==> src/rtl/pcs_block_sync.sv <==
// rtl/pcs_block_sync.sv - 64b/66b receive block synchroniser with hunt/lock/slip-wait FSM
module pcs_block_sync #(
    parameter int DATA_WIDTH      = 64,
    parameter int SH_CNT_MAX      = 64,
    parameter int SH_INVLD_MAX    = 16,
    parameter int SLIP_WAIT_BEATS = 4,
    parameter int PASS_UNLOCKED   = 0
) (
    input  logic                  clk,
    input  logic                  rst_n,
    input  logic [DATA_WIDTH-1:0] in_data,
    input  logic [1:0]            in_header,
    input  logic                  in_valid,
    output logic [DATA_WIDTH-1:0] out_data,
    output logic [1:0]            out_header,
    output logic                  out_valid,
    output logic                  out_block_lock,
    output logic                  out_slip,
    output logic [15:0]           out_slip_count
);

    localparam int SH_W   = $clog2(SH_CNT_MAX + 1);
    localparam int INV_W  = $clog2(SH_INVLD_MAX + 1);
    localparam int WAIT_W = $clog2(SLIP_WAIT_BEATS + 1);

    typedef enum logic [1:0] {HUNT, LOCKED, SLIP_WAIT} state_t;

    state_t            state, state_nxt;
    logic [SH_W-1:0]   sh_cnt, sh_cnt_nxt, sh_inc;
    logic [INV_W-1:0]  invld_cnt, invld_cnt_nxt, invld_inc;
    logic [WAIT_W-1:0] wait_cnt, wait_cnt_nxt, wait_inc;
    logic [15:0]       slip_cnt;
    logic              lock_nxt, slip_nxt, hdr_ok;

    assign hdr_ok         = in_header[1] ^ in_header[0];
    assign sh_inc         = sh_cnt + 1'b1;
    assign invld_inc      = invld_cnt + 1'b1;
    assign wait_inc       = wait_cnt + 1'b1;
    assign out_slip_count = slip_cnt;

    always_comb begin
        state_nxt     = state;
        sh_cnt_nxt    = sh_cnt;
        invld_cnt_nxt = invld_cnt;
        wait_cnt_nxt  = wait_cnt;
        lock_nxt      = out_block_lock;
        slip_nxt      = 1'b0;
        if (in_valid) begin
            case (state)
                HUNT: begin
                    if (!hdr_ok) begin
                        slip_nxt     = 1'b1;
                        sh_cnt_nxt   = '0;
                        wait_cnt_nxt = '0;
                        state_nxt    = SLIP_WAIT;
                    end else if (sh_inc == SH_W'(SH_CNT_MAX)) begin
                        lock_nxt      = 1'b1;
                        sh_cnt_nxt    = '0;
                        invld_cnt_nxt = '0;
                        state_nxt     = LOCKED;
                    end else begin
                        sh_cnt_nxt = sh_inc;
                    end
                end
                LOCKED: begin
                    // Loss of lock wins over a window rollover on the same beat
                    if (!hdr_ok && invld_inc == INV_W'(SH_INVLD_MAX)) begin
                        lock_nxt      = 1'b0;
                        slip_nxt      = 1'b1;
                        sh_cnt_nxt    = '0;
                        invld_cnt_nxt = '0;
                        wait_cnt_nxt  = '0;
                        state_nxt     = SLIP_WAIT;
                    end else if (sh_inc == SH_W'(SH_CNT_MAX)) begin
                        sh_cnt_nxt    = '0;
                        invld_cnt_nxt = '0;
                    end else begin
                        sh_cnt_nxt = sh_inc;
                        if (!hdr_ok) invld_cnt_nxt = invld_inc;
                    end
                end
                SLIP_WAIT: begin
                    lock_nxt = 1'b0;
                    if (wait_inc == WAIT_W'(SLIP_WAIT_BEATS)) begin
                        wait_cnt_nxt  = '0;
                        sh_cnt_nxt    = '0;
                        invld_cnt_nxt = '0;
                        state_nxt     = HUNT;
                    end else begin
                        wait_cnt_nxt = wait_inc;
                    end
                end
                default: begin
                    lock_nxt  = 1'b0;
                    state_nxt = HUNT;
                end
            endcase
        end
    end

    always_ff @(posedge clk or negedge rst_n) begin
        if (!rst_n) begin
            state          <= HUNT;
            sh_cnt         <= '0;
            invld_cnt      <= '0;
            wait_cnt       <= '0;
            slip_cnt       <= '0;
            out_block_lock <= 1'b0;
            out_slip       <= 1'b0;
        end else begin
            state          <= state_nxt;
            sh_cnt         <= sh_cnt_nxt;
            invld_cnt      <= invld_cnt_nxt;
            wait_cnt       <= wait_cnt_nxt;
            out_block_lock <= lock_nxt;
            out_slip       <= slip_nxt;
            if (slip_nxt && slip_cnt != 16'hFFFF) slip_cnt <= slip_cnt + 16'd1;
        end
    end

    // Qualifier uses the lock status seen before this beat's update
    always_ff @(posedge clk or negedge rst_n) begin
        if (!rst_n) begin
            out_data   <= '0;
            out_header <= '0;
            out_valid  <= 1'b0;
        end else begin
            out_valid <= in_valid & (out_block_lock | (PASS_UNLOCKED != 0));
            if (in_valid) begin
                out_data   <= in_data;
                out_header <= in_header;
            end
        end
    end

endmodule

==> config.mk <==
export PLATFORM = sky130hd
export DESIGN_NAME = pcs_block_sync
export DESIGN_NICKNAME = d
export VERILOG_FILES = /design/src/rtl/pcs_block_sync.sv
export SDC_FILE = /design/constraint.sdc
export NUM_CORES = 1
export LEC_CHECK = 0
export CORE_ASPECT_RATIO = 0.75
export CORE_MARGIN = 10
export CORE_UTILIZATION = 40
export DETAILED_ROUTE_END_ITERATION = 12
export GPL_TIMING_DRIVEN = 0
export PLACE_DENSITY = 0.71
export SLEW_MARGIN = 40
export SYNTH_ARGS = -nofsm -noshare
export SYNTH_HDL_FRONTEND = slang
export SYNTH_SLANG_ARGS = --single-unit
==> constraint.sdc <==
create_clock -name clk -period 5.2 [get_ports clk]
set_input_delay 1.04 -clock clk [delete_from_list [all_inputs] [get_ports clk]]
set_output_delay 1.04 -clock clk [all_outputs]
set_load 0.02 [all_outputs]
### Yosys cells after proc, flatten, opt, wreduce, memory -nomap -nowiden

Cells that the tools add are included.

| storage, ports and cells | value |
|---|---|
| register bits | 102 |
| bits of input ports | 69 |
| output and inout port bits | 85 |
| logic and storage cells | 68 |

| cells by class | value |
|---|---|
| $add $sub $neg | 4 |
| equality and inequality tests | 13 |
| multiplexer cells | 29 |
| bitwise gates (word level) | 2 |
| reductions and logical operators | 10 |

Operator list:

| kind | count |
|---|---|
| $mux W5 | 6 |
| $mux W7 | 4 |
| $pmux W7 S3 | 1 |
| $add A16 B1 Y16 const B | 1 |
| $ne A16 B16 Y1 const B | 1 |
| $pmux W5 S3 | 1 |
| $reduce_and A4 Y1 | 3 |
| $ne A2 B2 Y1 const B | 5 |
| $mux W3 | 3 |
| $pmux W3 S3 | 1 |
| $mux W2 | 4 |
| $add A7 B1 Y7 const B | 1 |
| $eq A7 B7 Y1 const B | 1 |
| $mux W1 | 6 |
| $pmux W2 S3 | 1 |
| $reduce_and A6 Y1 | 1 |
| $add A5 B1 Y5 const B | 1 |
| $eq A5 B5 Y1 const B | 1 |
| $ne A4 B4 Y1 const B | 1 |
| $pmux W1 S2 | 2 |
| $add A3 B1 Y3 const B | 1 |
| $eq A3 B3 Y1 const B | 1 |
| $ne A3 B3 Y1 const B | 1 |
| $reduce_and A3 Y1 | 1 |
| 8 further kinds | 9 |

### Depth between registers and ports, before layout

Gate-level depths: netlist of run 1.

| logic depth | value |
|---|---|
| depth in word-level cells | 7 |
| depth in mapped cells | 8 |
| mapped depth without buffers | 7 |

### Least setup slack after synthesis of run 1

OpenSTA, ideal clock, no wires.

| timing path | value |
|---|---|
| path kind | input -> register |
| start point | input port in_header[0] |
| end point | register slip_cnt[13] (netlist: out_slip_count[13]) |
| library setup time | 0.080 ns |
| arrival | 2.392 ns |
| data required time | 5.120 ns |
| slack | 2.728 ns |
| stages | 6 |
| path buffers | 1 |
| cell sequence | xnor2_1 -> and3_1 -> a31oi_2 -> buf_2 -> nor4_1 -> xor2_1 |

| on the way | value |
|---|---|
| word-level cells in the longest chain between the ends | 7 |
| elaborated cells between the ends (all ways) | 8 |
| those cells by class | mux: 4; bitwise: 1; reduce/logical: 3 |

Ends and longest elaborated chain:

| item | line | source |
|---|---|---|
| start, declared | 12 | `input logic [1:0] in_header,` |
| $xor A1 B1 Y1 (*) | 35 | `assign hdr_ok = in_header[1] ^ in_header[0];` |
| $logic_not A1 Y1 | n/a |  |
| $logic_and A1 B1 Y1 | 67 | `if (!hdr_ok && invld_inc == INV_W'(SH_INVLD_MAX)) begin` |
| $mux W1 | 67 |  |
| $pmux W1 S2 (*) | 49 | `case (state)` |
| $mux W1 (*) | 48 | `if (in_valid) begin` |
| $logic_and A1 B1 Y1 (*) | 117 | `if (slip_nxt && slip_cnt != 16'hFFFF) slip_cnt <= slip_cnt + 16'd1;` |
| end signal, assigned | 117 |  |
| end, declared | 32 | `logic [15:0] slip_cnt;` |

Mark *: on every way between the ends. The rest lies on a longest branch, timed or not.
A chain may end at the register's enable or synchronous reset.

### Worst setup path in the final report of run 1

Same ends and word-level chain as after synthesis.

==> summary.md, run 1 <==
| Metric | Value |
|---|---|
| Switching share of total power | 30.1% |
| Number of fill cells in the layout | 918 |
| FMAX | 327 MHz |
| Cell family with most CP delay | XOR/XNOR gates |
| Routed len/inst | 18.2 µm |
| Slew HR | 54.1% |
| Start of the worst register-to-register path | invld_cnt[0] |
| Pre-CTS setup slack | 1.81 ns |
| Row cnt | 33 |
| Mapped Nets | 453 |
| Worst Setup Slack, final | 2.14 ns |
| Routed wl met3 | 1300 µm |
| First-pass DRT Iterations | 4 |
| Sequential element share of the synthesized area | 55.5% |
| Asr flop ratio synth | 100% |
| Final setup skew | 0.00440 ns |
| CP bufs+invs | 2 |
| CTS tree | done |
| 1st-iter DRT viols | 150 |
| Remaining antenna violation count | 0 |
| Distinct cells, synth | 47 |
| Initial Util | 41.6% |
| Die Area | 16200 µm² |
| Fin. Hold Viols | 0 |
| Fraction of layout cells with a size suffix above 1 | 16.1% |
| Post-CTS Resized | 0 |
| Mapped Area | 4600 µm² |
| Peak VDD IR | 0.000235 V |
| Met1 wire length | 5430 µm |
| Post-DP HPWL | 9480 µm |
| GP Congestion | 0.881 |
| Vias in the first global route | 3743 |
| Area fraction of the dominant cell type after synthesis | 55.5% |
| Total Power | 2.26 mW |
| DRC | 0 |
| Root Driver | clkbuf_16 |
| CP cell instances | clkdlybuf4s50_1 -> xnor2_1 -> and3_1 -> a31oi_2 -> buf_2 -> nor4_1 -> xor2_1 |
| Worst setup path start | in_header[0] |
| Top Layer Used | met4 |
| Post-CTS setup buffers | 0 |
| CP Max Fanout | 10 |
| Power Dens Cells | 341 nW/µm² |
| Wire length on met2 | 5560 µm |
| Htree depth | 3 |
| Number of diodes | 0 |
| Cell-internal power | 1.58 mW |
| Clock-pin slew on the worst setup and hold paths | 0.07 ns |
| CP Launch Type | input pin |
| Flop pwr share | 42.6% |
| I/O pin count | 154 |
| Combinational Power Share | 26.8% |
| Commonest non-fill, non-tap cell in the layout | clkdlybuf4s50_1 |
| Overflow after GRT | 0 |
| Clock power share | 30.7% |
| Initial antenna violation count | 0 |
| Vias per cell | 5.22 |
| Final Max Slew Viols | 0 |
| Synth area leader | dfrtp_1 |
| CP peak stage delay | 0.57 ns |
| Critical path type | in -> reg |
| Period Utilization, post-route | 58.9% |
| Synthesis Warnings | 0 |
| Synth-to-Final Area Change | 44.3% |
| Vias | 3563 |
| Arr. time, crit path | 3.33 ns |
| Largest net degree at the start of global routing | 57 |
| Critical path required time | 5.47 ns |
| Die width | 144 µm |
| Clk_lat worst skew | 0.34 ns |
| CTS Sinks | 102 |
| Pleak | 2.82 nW |
| Tmin final | 3.06 ns |
| Port Buffer Count | 152 |
| Top post-synthesis cells by area | dfrtp_1 (55%), mux2_2 (17%), ha_1 (3.0%) |
| RSZ-0062 raised after global routing | no |
| GR Util All Layers | 15.2% |
| Mapped Cells | 373 |
| Num CTS Buffers | 9 |
| Switching power | 682 µW |
| Nets | 617 |
| Routed WL | 12400 µm |
| Most frequent cells in the layout | clkdlybuf4s50_1 (151), dfrtp_1 (102), mux2_2 (68), nor2_1 (21), nand2_1 (20) |
| Maximum clock insertion buffer count | 2 |
| #FFs+latches synth | 102 |
| Status | completed |
| Max-Cap Viols | 0 |
| Critical path capture point type | register |
| Hold Crit Class | reg -> reg |
| CP max-delay cell | xnor2_1 |
| Number of flops mapped to enable cells by yosys | 0 |
| Core ar. | 11100 µm² |
| Die Height | 113 µm |
| First-pass GRT wire length | 19900 µm |
| Worst-Margin Slew | 0.684 ns |
| Min-delay src | out_slip_count[9] |
| Syn avg cell area | 12.3 µm² |
| Hold_buf cts | 0 |
| Endpoints failing setup | 0 |
| Synth Flop Type | dfrtp_1 |
[path summary, 6_finish.rpt]
path,to,slack (ns),cells after the start
worst min-delay path,out_slip_count[9],0.48,1
worst min register to register,out_slip_count[9],0.48,1
worst max register to register,out_slip_count[13],2.79,7
max in group asynchronous,out_data[58],4.02,2
min in group asynchronous,out_data[17],0.58,1
worst max-delay path,out_slip_count[13],2.14,7
[final cells by class]
class	count	area [µm²]	area share, %
plain buffers	13	50.0	0.753
clock inverters	4	55.1	0.829
well taps	140	175	2.64
clock buffers	12	256	3.86
inverters	11	41.3	0.622
repair buffers	153	1550	23.4
multi-input cells	247	1960	29.5
flip-flops and latches	102	2550	38.4
[synth_stat cells, types with 6 or more instances]
library cell	instances
dfrtp_1	102
nand3_1	12
nor3_1	8
xnor2_1	6
inv_1	11
nor2_1	21
nor4_1	7
xor2_1	14
o21ai_0	12
ha_1	11
nand2_1	20
mux2_2	68
clkbuf_1	8
[state kept, by name, indices dropped and copies added, names as in the netlist]
signal          count
out_slip            1
invld_cnt           5
wait_cnt            3
out_block_lock      1
sh_cnt              7
out_header          2
state               2
out_slip_count     16
out_data           64
out_valid           1
[layer usage]
layer,global-route usage (%),up-vias
li1,-,1675
met1,18.5,1759
met2,23.3,120
met3,7.94,9
met4,3.39,0
met5,0,-
[worst register-to-register path, delay by kind of cell, from the launching register on]
family                   cells  cell delay (ns)
buffers and inverters        1             0.27
XOR/XNOR                     2             0.35
AO/OA/AOI/OAI                2             0.62
flip-flops                   1             0.45
AND/OR/NAND/NOR              1             0.34
adder cells (fa/ha/maj)      1             0.30
[power groups by stage]
| stage | Sequential [mW] | Combinational, mW | Clock (mW) |
|---|---|---|---|
| finish | 0.963 | 0.606 | 0.694 |
| floorplan | 1.05 | 0.236 | 0 |
| CTS | 0.964 | 0.614 | 0.716 |
| detailed placement | 0.978 | 0.610 | 0 |
| global route | 0.980 | 0.660 | 0.750 |
| global placement | 0.971 | 0.593 | 0 |
[logic make-up after synthesis]
kind of cell	count (synthesis)	synth area share, %
flops	102	55.5
xor+xnor	20	3.81
buf+inv	24	1.98
mux	70	17.1
simple gates	99	11.3
fa+ha+maj	11	2.99
compound gates	47	7.37
[metrics by stage]
stage | hold slack (ns) | utilization, % | setup TNS, ns | instance area [µm²] | instances
floorplan | 0.471 | - | 0 | 4600 | 373
global placement | 0.476 | 56.9 | -79.65 | 6300 | 665
finish | 0.484 | 60.0 | 0 | 6640 | 682
global route | 0.512 | 60.0 | 0 | 6640 | 682
CTS | 0.490 | 60.0 | 0 | 6640 | 682
detailed placement | 0.477 | 57.2 | 0 | 6330 | 666
No activity file was read; power rests on OpenSTA's default activity.
==> inputs of run 2 (changes only) <==
- clock period: 5.2 -> 3.1 ns (I/O delays scaled with it)
==> results of run 2 <==
The final DEF is identical to that of run 1. Status: completed.
Main changes from that run: setup slack after placement 1.81 ns -> 0.130 ns; setup slack after layout 2.14 ns -> 0.457 ns; hold slack 0.484 ns -> 0.160 ns; register-to-register setup slack 2.79 ns -> 0.69 ns; total power 2.26 mW -> 3.80 mW; worst IR drop on VDD 0.000235 V -> 0.000394 V
==> inputs of run 3 (changes only) <==
- CELL_PAD_IN_SITES_DETAIL_PLACEMENT: default -> 1
- CELL_PAD_IN_SITES_GLOBAL_PLACEMENT: default -> 2
- CORE_UTILIZATION: 40 -> 29
- HOLD_SLACK_MARGIN: default -> 0.03
- PLACE_DENSITY: 0.71 -> default
- PLACE_DENSITY_LB_ADDON: default -> 0.1
==> run 3 against run 2 <==
  * Clock power increased by 11%
  * Cell count up 9.5%
  * Routed wire length is 14% higher
  * Core utilization decreased by 16 points
  * Sequential share of layout area is 0.61 points lower
  * Hold slack improved by 0.0052 ns
==> summary.md, run 3 (synthesis gave the netlist of run 1 again) <==
| Metric | Value |
|---|---|
| Status | completed |
| Worst Setup Slack, final | 0.339 ns |
| Setup TNS | 0 ns |
| Top reg by flops | out_data |
| Nets | 617 |
| Max-Cap Viols | 0 |
| Post-CTS Resized | 0 |
| Overflow after GRT | 0 |
| Layout Cells excl Fill | 747 |
| RSZ-0062 raised after global routing | no |
| GR Util met1 | 15.5% |
| Maximum clock insertion buffer count | 2 |
| Final Max Slew Viols | 0 |
| Cell Area, Placed | 6410 µm² |
| Power Dens Cells | 585 nW/µm² |
| Routed len/inst | 18.9 µm |
| CP cell instances | clkdlybuf4s50_1 -> xnor2_1 -> nand3_1 -> o221ai_1 -> nor2_1 -> a22o_1 |
| Num CTS Buffers | 9 |
| Util after Layout | 43.9% |
| CTS Sinks | 102 |
| First-pass DRT Iterations | 4 |
| Remaining antenna violation count | 0 |
| Largest net degree at the start of global routing | 57 |
| Final setup skew | 0.00808 ns |
| 1st-iter DRT viols | 126 |
| CP peak stage delay | 0.58 ns |
| GR peak layer | met2 |
| Critical path required time | 3.34 ns |
| Tmin final | 2.76 ns |
| Synth-to-Final Area Change | 46.7% |
| Clock-pin slew on the worst setup and hold paths | 0.07 ns |
| CP Launch Type | input pin |
| Endpoints failing setup | 0 |
| Number of diodes | 0 |
| Initial Util | 29.9% |
| Die Height | 129 µm |
| GR Util All Layers | 13.4% |
| Arr. time, crit path | 3.00 ns |
| Post-route cell area | 6750 µm² |
| Fraction of layout cells with a size suffix above 1 | 16.2% |
| Fin. Hold Viols | 0 |
| Critical path type | in -> reg |
| Placed Cells | 731 |
| Port Buffer Count | 152 |
| Met3 usage in global routing | 8.48% |
| Pleak | 2.84 nW |
| Vias per cell | 4.82 |
| Clk_lat worst skew | 0.36 ns |
| CTS tree | done |
| Row cnt | 39 |
| Core ar. | 15400 µm² |
| CP bufs+invs | 1 |
| Total Power | 3.95 mW |
| GP Congestion | 0.760 |
| Hold Crit Class | in -> async |
| Peak VDD IR | 0.000286 V |
| Critical path capture point type | register |
| R2R depth | 7 |
| Slew HR | 55.3% |
| Worst-Margin Slew | 0.665 ns |
| Vias in the first global route | 3913 |
| Vias | 3601 |
| Post-DP HPWL | 10900 µm |
| M2 GR Usage | 20.1% |
| Hold_buf cts | 0 |
| Routed WL | 14100 µm |
| Pre-CTS setup slack | -0.0201 ns |
| Most frequent cells in the layout | clkdlybuf4s50_1 (151), dfrtp_1 (102), mux2_2 (68), nor2_1 (21), nand2_1 (20) |
| I/O pin count | 154 |
| CP Max Fanout | 8 |
| Initial antenna violation count | 1 |
| DRC | 0 |
| CP max-delay cell | xnor2_1 |
| FMAX | 362 MHz |
| Htree depth | 3 |
| Number of flip-flops in the largest register | 64 |
| Die Area | 21400 µm² |
| Commonest non-fill, non-tap cell in the layout | clkdlybuf4s50_1 |
| First-pass GRT wire length | 22100 µm |
| Period Utilization, post-route | 89.1% |
| Number of fill cells in the layout | 1631 |
| Root Driver | clkbuf_16 |
| Cell count along the critical path | 6 |
| Die width | 165 µm |
| Post-CTS setup buffers | 0 |
| Cell family with most CP delay | compound AO/OA/AOI/OAI gates |
| Hold_ws | 0.165 ns |
-- run 3: cell count changes in the layout (fill, tap and decap cells not counted), sizes merged --
cell | previous run | this run
clkinvlp | 1 | 0
clkinv | 2 | 0
bufinv | 1 | 2
clkbuf | 20 | 18
inv | 11 | 15
-- run 3: metal layers --
| metal | share of wire [%] | vias to the layer above | wire (µm) |
|---|---|---|---|
| li1 | - | 1670 | - |
| met1 | 41 | 1800 | 5820 |
| met2 | 45 | 117 | 6340 |
| met3 | 13 | 14 | 1830 |
| met4 | 1.1 | 0 | 154 |
| met5 | 0 | - | 0 |
-- run 3: cell type report --
type	instances	area, µm²	share of cell area (%)
repair buffers	153	1550	23.0
clock inverters	6	97.6	1.45
clock buffers	10	239	3.54
multi-input cells	247	1960	29.0
inverters	11	41.3	0.612
plain buffers	13	50.0	0.742
well taps	205	256	3.80
flip-flops and latches	102	2550	37.8
-- run 3: where the power goes --
part	switching [mW]	leakage (nW)	internal, mW
Combinational	0.539	1.43	0.496
Sequential	0.136	1.25	1.48
Clock	0.548	0.166	0.745
-- run 3: worst paths after layout --
check	from	endpoint	slack [ns]
min in group clk	out_slip_count[14]	out_slip_count[14]	0.48
worst min-delay path	rst_n	out_slip_count[5]	0.16
worst min register to register	out_slip_count[14]	out_slip_count[14]	0.48
worst max register to register	invld_cnt[0]	out_slip_count[13]	0.68
worst max-delay path	in_header[0]	sh_cnt[5]	0.34
max in group asynchronous	rst_n	out_data[49]	2.32
